[config.mk]
export PLATFORM = sky130hd
export DESIGN_NAME = pll_ctrl_flat
export DESIGN_NICKNAME = d
export VERILOG_FILES = /design/src/rtl/pll_ctrl_if.sv /design/src/rtl/pll_ctrl.sv /design/src/flat_wrapper.sv
export SDC_FILE = /design/constraint.sdc
export NUM_CORES = 1
export LEC_CHECK = 0
export ABC_AREA = 1
export CORE_ASPECT_RATIO = 2
export CORE_MARGIN = 4
export CORE_UTILIZATION = 59
export DETAILED_ROUTE_END_ITERATION = 12
export PLACE_DENSITY_LB_ADDON = 0.3
export RECOVER_POWER = 25
export SYNTH_ARGS = -nofsm -noshare
export SYNTH_HDL_FRONTEND = slang
export SYNTH_SLANG_ARGS = --single-unit
[constraint.sdc]
create_clock -name i_clk -period 2.01 [get_ports i_clk]
set_clock_uncertainty 0.05 [all_clocks]
set_input_delay 0.603 -clock i_clk [delete_from_list [all_inputs] [get_ports i_clk]]
set_output_delay 0.603 -clock i_clk [all_outputs]
set_load 0.005 [all_outputs]
[src/rtl/pll_ctrl_if.sv]
// Control/status bundle between the PLL sequencer and its environment.
// The sequencer takes the slave view; whoever drives lock/restart takes master.
interface pll_ctrl_if;
  logic       i_pll_locked;
  logic       i_restart;
  logic       o_pll_resetb;
  logic       o_rst_n;
  logic       o_ready;
  logic       o_fail;
  logic [3:0] o_retry_cnt;
  logic [7:0] o_loss_cnt;
  logic [2:0] o_state;

  modport master (
    output i_pll_locked, i_restart,
    input  o_pll_resetb, o_rst_n, o_ready, o_fail, o_retry_cnt, o_loss_cnt, o_state
  );

  modport slave (
    input  i_pll_locked, i_restart,
    output o_pll_resetb, o_rst_n, o_ready, o_fail, o_retry_cnt, o_loss_cnt, o_state
  );
endinterface

[src/rtl/pll_ctrl.sv]
// PLL bring-up sequencer: holds the PLL in reset, waits for a stable lock,
// releases downstream reset, and retries on timeout up to a fixed budget.
module pll_ctrl #(
  parameter int unsigned RST_CYCLES     = 16,
  parameter int unsigned LOCK_CYCLES    = 1024,
  parameter int unsigned TIMEOUT_CYCLES = 65535,
  parameter int unsigned MAX_RETRY      = 3
) (
  input  logic     i_clk,
  input  logic     i_rst_n,
  pll_ctrl_if.slave bus
);

  localparam int unsigned RST_W  = (RST_CYCLES     > 1) ? $clog2(RST_CYCLES)     : 1;
  localparam int unsigned STAB_W = (LOCK_CYCLES    > 1) ? $clog2(LOCK_CYCLES)    : 1;
  localparam int unsigned TMO_W  = (TIMEOUT_CYCLES > 1) ? $clog2(TIMEOUT_CYCLES) : 1;

  typedef enum logic [2:0] {
    ST_RESET     = 3'd0,
    ST_WAIT_LOCK = 3'd1,
    ST_STABLE    = 3'd2,
    ST_RUN       = 3'd3,
    ST_FAIL      = 3'd4
  } state_t;

  state_t            state, state_nx;
  logic              lock_meta, lock_sync;
  logic [RST_W-1:0]  rst_cnt, rst_cnt_nx;
  logic [STAB_W-1:0] stab_cnt, stab_cnt_nx;
  logic [TMO_W-1:0]  tmo_cnt, tmo_cnt_nx;
  logic [3:0]        retry_cnt, retry_cnt_nx, retry_inc;
  logic [7:0]        loss_cnt, loss_cnt_nx;
  logic              timeout, stable_done;
  logic              pll_resetb_q, rst_n_q, ready_q, fail_q;

  assign timeout     = (tmo_cnt == TMO_W'(TIMEOUT_CYCLES - 1));
  assign stable_done = lock_sync && (stab_cnt == STAB_W'(LOCK_CYCLES - 1));
  assign retry_inc   = retry_cnt + 4'd1;

  always_comb begin
    state_nx     = state;
    rst_cnt_nx   = rst_cnt;
    stab_cnt_nx  = stab_cnt;
    tmo_cnt_nx   = tmo_cnt;
    retry_cnt_nx = retry_cnt;
    loss_cnt_nx  = loss_cnt;

    if (bus.i_restart) begin
      state_nx     = ST_RESET;
      rst_cnt_nx   = '0;
      retry_cnt_nx = '0;
    end else begin
      unique case (state)
        ST_RESET: begin
          if (rst_cnt == RST_W'(RST_CYCLES - 1)) begin
            state_nx   = ST_WAIT_LOCK;
            tmo_cnt_nx = '0;
          end else begin
            rst_cnt_nx = rst_cnt + RST_W'(1);
          end
        end
        ST_WAIT_LOCK, ST_STABLE: begin
          // Completion outranks timeout; timeout outranks a lock drop.
          if (state == ST_STABLE && stable_done) begin
            state_nx = ST_RUN;
          end else if (timeout) begin
            retry_cnt_nx = retry_inc;
            rst_cnt_nx   = '0;
            state_nx     = (retry_inc == 4'(MAX_RETRY)) ? ST_FAIL : ST_RESET;
          end else begin
            tmo_cnt_nx = tmo_cnt + TMO_W'(1);
            if (!lock_sync) begin
              state_nx = ST_WAIT_LOCK;
            end else if (state == ST_WAIT_LOCK) begin
              state_nx    = ST_STABLE;
              stab_cnt_nx = '0;
            end else begin
              stab_cnt_nx = stab_cnt + STAB_W'(1);
            end
          end
        end
        ST_RUN: begin
          if (!lock_sync) begin
            state_nx   = ST_RESET;
            rst_cnt_nx = '0;
            if (loss_cnt != 8'hFF) loss_cnt_nx = loss_cnt + 8'd1;
          end
        end
        ST_FAIL: ;
        default: state_nx = ST_RESET;
      endcase
    end
  end

  always_ff @(posedge i_clk) begin
    if (!i_rst_n) begin
      state        <= ST_RESET;
      lock_meta    <= 1'b0;
      lock_sync    <= 1'b0;
      rst_cnt      <= '0;
      stab_cnt     <= '0;
      tmo_cnt      <= '0;
      retry_cnt    <= '0;
      loss_cnt     <= '0;
      pll_resetb_q <= 1'b0;
      rst_n_q      <= 1'b0;
      ready_q      <= 1'b0;
      fail_q       <= 1'b0;
    end else begin
      state        <= state_nx;
      lock_meta    <= bus.i_pll_locked;
      lock_sync    <= lock_meta;
      rst_cnt      <= rst_cnt_nx;
      stab_cnt     <= stab_cnt_nx;
      tmo_cnt      <= tmo_cnt_nx;
      retry_cnt    <= retry_cnt_nx;
      loss_cnt     <= loss_cnt_nx;
      // Flags are decoded from the next state so they track the state register exactly.
      pll_resetb_q <= (state_nx != ST_RESET) && (state_nx != ST_FAIL);
      rst_n_q      <= (state_nx == ST_RUN);
      ready_q      <= (state_nx == ST_RUN);
      fail_q       <= (state_nx == ST_FAIL);
    end
  end

  assign bus.o_state      = state;
  assign bus.o_pll_resetb = pll_resetb_q;
  assign bus.o_rst_n      = rst_n_q;
  assign bus.o_ready      = ready_q;
  assign bus.o_fail       = fail_q;
  assign bus.o_retry_cnt  = retry_cnt;
  assign bus.o_loss_cnt   = loss_cnt;

endmodule
[src/flat_wrapper.sv]
// flat-port wrapper written by rule: the top's interface ports become plain ports
module pll_ctrl_flat 
#(
  parameter int unsigned RST_CYCLES     = 16,
  parameter int unsigned LOCK_CYCLES    = 1024,
  parameter int unsigned TIMEOUT_CYCLES = 65535,
  parameter int unsigned MAX_RETRY      = 3
)
  (i_clk, i_rst_n, bus_i_pll_locked, bus_i_restart, bus_o_pll_resetb, bus_o_rst_n, bus_o_ready, bus_o_fail, bus_o_retry_cnt, bus_o_loss_cnt, bus_o_state);
  pll_ctrl_if bus_i ();
  input  logic i_clk;
  input  logic i_rst_n;
  input wire logic [$bits(bus_i.i_pll_locked)-1:0] bus_i_pll_locked;
  input wire logic [$bits(bus_i.i_restart)-1:0] bus_i_restart;
  output wire logic [$bits(bus_i.o_pll_resetb)-1:0] bus_o_pll_resetb;
  output wire logic [$bits(bus_i.o_rst_n)-1:0] bus_o_rst_n;
  output wire logic [$bits(bus_i.o_ready)-1:0] bus_o_ready;
  output wire logic [$bits(bus_i.o_fail)-1:0] bus_o_fail;
  output wire logic [$bits(bus_i.o_retry_cnt)-1:0] bus_o_retry_cnt;
  output wire logic [$bits(bus_i.o_loss_cnt)-1:0] bus_o_loss_cnt;
  output wire logic [$bits(bus_i.o_state)-1:0] bus_o_state;
  assign bus_i.i_pll_locked = bus_i_pll_locked;
  assign bus_i.i_restart = bus_i_restart;
  assign bus_o_pll_resetb = bus_i.o_pll_resetb;
  assign bus_o_rst_n = bus_i.o_rst_n;
  assign bus_o_ready = bus_i.o_ready;
  assign bus_o_fail = bus_i.o_fail;
  assign bus_o_retry_cnt = bus_i.o_retry_cnt;
  assign bus_o_loss_cnt = bus_i.o_loss_cnt;
  assign bus_o_state = bus_i.o_state;
  pll_ctrl #(.RST_CYCLES(RST_CYCLES), .LOCK_CYCLES(LOCK_CYCLES), .TIMEOUT_CYCLES(TIMEOUT_CYCLES), .MAX_RETRY(MAX_RETRY)) u_core (.i_clk(i_clk), .i_rst_n(i_rst_n), .bus(bus_i));
endmodule
; Yosys cells after proc, flatten, opt, wreduce, memory -nomap -nowiden
; Cells that the tools add are included.
; W data, S select, Z words.
[totals]
regBits = 50
inputBits = 4
output_inout_bits = 19
elab_cells = 72
[op_classes]
add_sub_neg = 5
n_eq_ne = 18
muxes = 19
bitwise = 5
n_reduce_logical = 14
[ops]
columns = cell, n
row1 = $mux W16, 3
row2 = $pmux W16 S2, 1
row3 = $mux W3, 8
row4 = $add A16 B1 Y16 const B, 1
row5 = $eq A16 B16 Y1 const B, 1
row6 = $mux W4, 4
row7 = $reduce_and A5 Y1, 3
row8 = $pmux W3 S4, 1
row9 = $pmux W4 S3, 1
row10 = $add A10 B1 Y10 const B, 1
row11 = $eq A10 B10 Y1 const B, 1
row12 = $mux W10, 1
row13 = $eq A3 B2 Y1 const B, 3
row14 = $add A4 B1 Y4 const B, 2
row15 = $add A8 B1 Y8 const B, 1
row16 = $ne A2 B2 Y1 const B, 4
row17 = $ne A8 B8 Y1 const B, 1
row18 = $eq A3 B3 Y1 const B, 2
row19 = $reduce_bool A3 Y1, 2
row20 = $not A1 Y1, 5
row21 = $eq A4 B2 Y1 const B, 1
row22 = $eq A4 B4 Y1 const B, 1
row23 = $ne A2 B1 Y1 const B, 2
row24 = $reduce_and A4 Y1, 1
row25 = other kinds (7), 10

; Longest topological paths before layout
[depth]
ltp_word = 9
mapped_depth = 12
mapped_depth_nobuf = 11

; Worst setup path before layout
; Ideal clock, no wire load.
[synth_timing]
path_type = input to register
startpoint = input bus_i_restart
endpoint = register u_core.loss_cnt[5] (netlist: u_core.bus.o_loss_cnt[5])
setup_ns = 0.114
arrival_ns = 1.495
required_ns = 1.846
setup_slack_ns = 0.351
stages = 10
n_path_buf = 0
path_cell_list = inv_1 nand2_1 nor3_1 nand2_1 inv_1 nand2_1 inv_1 nand2_1 nand2_1 nor2_1
[synth_via]
elab_chain_len = 2
[synth_lines]
columns = element, line_no
row1 = from (decl), flat_wrapper.sv:14  ; input wire logic [$bits(bus_i.i_restart)-1:0] bus_i_restart;
row2 = $not A1 Y1 (no source line), -
row3 = $reduce_and A4 Y1 (no source line), -
row4 = to (signal assigned), pll_ctrl.sv:117  ; loss_cnt <= loss_cnt_nx;
row5 = to (decl), pll_ctrl.sv:32  ; logic [7:0] loss_cnt, loss_cnt_nx;
; No other way between the ends.
; A chain may end at the register's enable or synchronous reset.

; Worst setup path after layout
[layout_timing]
startpoint = register u_core.state[0] (netlist: u_core.bus.o_state[0])
endpoint = output bus_o_state[0]
[layout_rtl]
columns = element, line_no
row1 = from (decl), pll_ctrl.sv:26  ; state_t state, state_nx;
row2 = from (signal assigned), pll_ctrl.sv:110  ; state <= state_nx;
row3 = to (decl), flat_wrapper.sv:21  ; output wire logic [$bits(bus_i.o_state)-1:0] bus_o_state;
; No word-level cell between the ends.

==> impl_metrics.yaml <==
critical_path:
  rr_startpoint: "u_core.tmo_cnt[0]$_SDFFE_PN0P_"
  cp_slowest_cell: "clkdlybuf4s50_1"
  max_stage_delay_ps: 550
  critPathBufInv: 1
  required_ps: 1360
  r2r_end: "u_core.bus.o_fail$_SDFF_PN0_"
  critPathTopFamily: "buffers and inverters"
  crit_type: "flop to output pin"
  worstPathCellList: "clkdlybuf4s50_1"
  cp_max_fo: 7
  critPathArrivalTime_ps: 1310
  cp-end-kind: "output pin"
  r2r_cells: 10
  crit_path_start_kind: "flop"
  rrSetupSlack_ps: 110
timing:
  hold_viol_final: 0
  maxSlewViolCount: 0
  layout_min_cycle_time_ps: 1960
  hold_ws_ps: 381
  setup_slack_ps: 47.8
  worst_slew_pin_slew_ps: 312
  max_freq_mhz: 510
  rsz0062_at_grt: "false"
  relSlewSlack_pct: 79.2
  setup_viol_count_final: 0
  fin_crit_sh_pct: 97.6
power:
  power_frac_clock_pct: 36.6
  p_leak_uw: 0.00127
  total_power_uw: 1650
  seqPwrFrac_pct: 60.3
  p_per_area_nw_per_um2: 471
  p_int_uw: 1260
  switching_power_uw: 396
  p_sw_share_pct: 23.9
  comb_power_share_pct: 3.1
  vdd_drop_max_mv: 0.612
cts:
  cts_tree: "done"
  path_clk_slew_ps: 100
  cts_sinks: 50
  cts_root_buffer: "clkbuf_8"
  hold_buffers: 0
  htreeDepth: 2
  insertion_delay_ps: 320
  post-cts-setup-buffers: 0
  clockBufferDepth: 2
  cts_buffers: 5
route:
  ant_nets: 0
  dr.pass1.iters: 4
  post_drt_wl_per_cell_um: 13.0
  route.met3.wl_um: 162
  highest_layer: "met4"
  avgViaCountPerCell: 5.36
  route.met2.wl_mm: 4.03
  vias: 2891
  wl_met1_mm: 2.53
  drtIter0Drc: 122
  drcViolationCount: 0
  wl_mm: 7.03
logic_synthesis:
  synth_area_leaders: "dfxtp_1 33%, nand2_1 14%, nor2_1 8.9%"
  synth_nets: 453
  synthesis.area_um2: 3070
  avgSynthCellArea_um2: 6.95
  yosysTopAreaCellShare_pct: 32.6
  yosys_warnings: 0
  synth.distinct_cells: 33
  seq_area_frac_synth_pct: 32.6
  netlist_instances: 442
  synth_seq_cells: 50
  synth.largest_area_cell: "dfxtp_1"
placed_design:
  dpl.cell_count: 531
  dp_hpwl_mm: 5.53
  port_buffers: 22
  post_dp_cell_area_um2: 3440
  place_ws_ps: -99.5
  gp_congestion: 0.961
layout:
  area_growth_pct: 14.4
  drive_above_1_share_pct: 18.9
  fin_nets: 492
  final_cell_mix: "111 x nand2_1, 73 x nor2_1, 47 x dfxtp_1, 36 x inv_1"
  fin_area_um2: 3510
  final_common_cell: "nand2_1"
  layout.cells.non_filler: 539
  num_antenna_cells: 0
floorplanning:
  coreArea_um2: 4950
  fp.dieArea_um2: 6490
  ios: 23
  die_y_um: 110
  die_w_um: 59.0
  start_util_pct: 62.0
  rows: 36
global_route:
  antenna_found_initial: 0
  grt_pass1_wl_mm: 11.8
  gr-total-overflow: 0
  grt_pass1_vias: 2797
  grt_max_degree: 17
  grt_use_total_pct: 23.5
run:
  drv_cap: 0
hold_path:
  hold_start: "u_core.lock_meta$_SDFF_PN0_"
  min_path_type: "flop to flop"
  hold_path_depth: 2
  hold_path_end: "u_core.lock_sync$_SDFF_PN0_"
run_status:
  status: "complete, no violations"
flip-flops by register name (all words and copies together), names as in the netlist:
name,flops
u_core.bus.o_fail,1
u_core.bus.o_loss_cnt,8
u_core.bus.o_pll_resetb,1
u_core.bus.o_retry_cnt,4
u_core.bus.o_rst_n,1
u_core.bus.o_state,3
u_core.lock_meta,1
u_core.lock_sync,1
u_core.rst_cnt,4
u_core.stab_cnt,10
u_core.tmo_cnt,16
synth_stat cells:
master and count:
a21oi_1 25, a21oi_2 13, buf_12 1, buf_2 1, buf_4 1, buf_6 1
buf_8 1, clkbuf_1 3, dfxtp_1 50, dlygate4sd1_1 1, ha_1 7, inv_1 36
inv_2 4, inv_4 1, nand2_1 111, nand2_2 25, nand2_4 3, nand3_1 19
nand3_2 2, nand3_4 2, nand3b_4 1, nand4_1 9, nor2_1 73, nor2_2 5
nor2_4 7, nor3_1 4, nor3b_1 1, o211ai_1 1, o21ai_0 10, o21ai_2 1
o21bai_1 3, xnor2_1 10, xor2_1 10
worst max-delay path by stage:
| stage | end | cells past startpoint | slack (ps) | startpoint |
|---|---|---|---|---|
| after global placement | u_core.bus.o_loss_cnt[5]$_SDFFE_PN0P_ | 11 | -40 | bus_i_restart |
| after global routing | u_core.bus.o_fail$_SDFF_PN0_ | 10 | 7 | u_core.tmo_cnt[0]$_SDFFE_PN0P_ |
| after floorplan | u_core.bus.o_loss_cnt[5]$_SDFFE_PN0P_ | 10 | 350 | bus_i_restart |
| final | bus_o_state[0] | 1 | 50 | u_core.bus.o_state[0]$_SDFF_PN0_ |
| after CTS | bus_o_state[0] | 1 | 30 | u_core.bus.o_state[0]$_SDFF_PN0_ |
| after detailed placement | u_core.bus.o_loss_cnt[5]$_SDFFE_PN0P_ | 11 | -100 | bus_i_restart |
logic make-up (layout without fill, tap and decap cells):
group           count (synthesis)  in the layout  share of synthesized area [%]
simple gates                  262            262                           40.5
buf+inv                        50             90                           7.66
compound gates                 53             53                           10.7
xor+xnor                       20             20                           5.70
fa+ha+maj                       7              7                           2.85
flops                          50             50                           32.6
layout make-up:
type	instances	area, um2
Inverter	41	156
Multi-Input combinational cell	342	1820
Clock inverter	3	21.3
Clock buffer	5	68.8
Sequential cell	50	1000
Tap cell	57	71.3
Timing Repair Buffer	41	368
Fill cell	436	1440
timing repair:
| action | CTS | global route |
|---|---|---|
| endpoints found under the setup margin | 3 | 0 |
| gates resized for setup | 3 | 0 |
| hold endpoints to repair | 0 | 0 |
layer usage:
metal / up-vias / GRT usage (%)
met3: 27 / 3.85
met4: 0 / 13.8
met1: 1340 / 21.9
li1: 1475 / -
met5: - / 0
met2: 49 / 45.3
power groups by stage:
stage               sequential (uW)  combinational (uW)  clock (uW)
floorplan                      1020                30.2           0
global placement               1020                51.6           0
detailed placement             1020                52.5           0
CTS                             997                52.8         629
global route                    998                56.0         662
finish                          997                51.4         605
per-stage QoR:
step	utilization (%)	setup TNS (ps)
floorplan	-	0
global placement	69.4	-79.7
detailed placement	69.4	-539
CTS	71.3	0
global route	70.9	0
finish	70.9	0
Power figures use the tool's default switching activity.
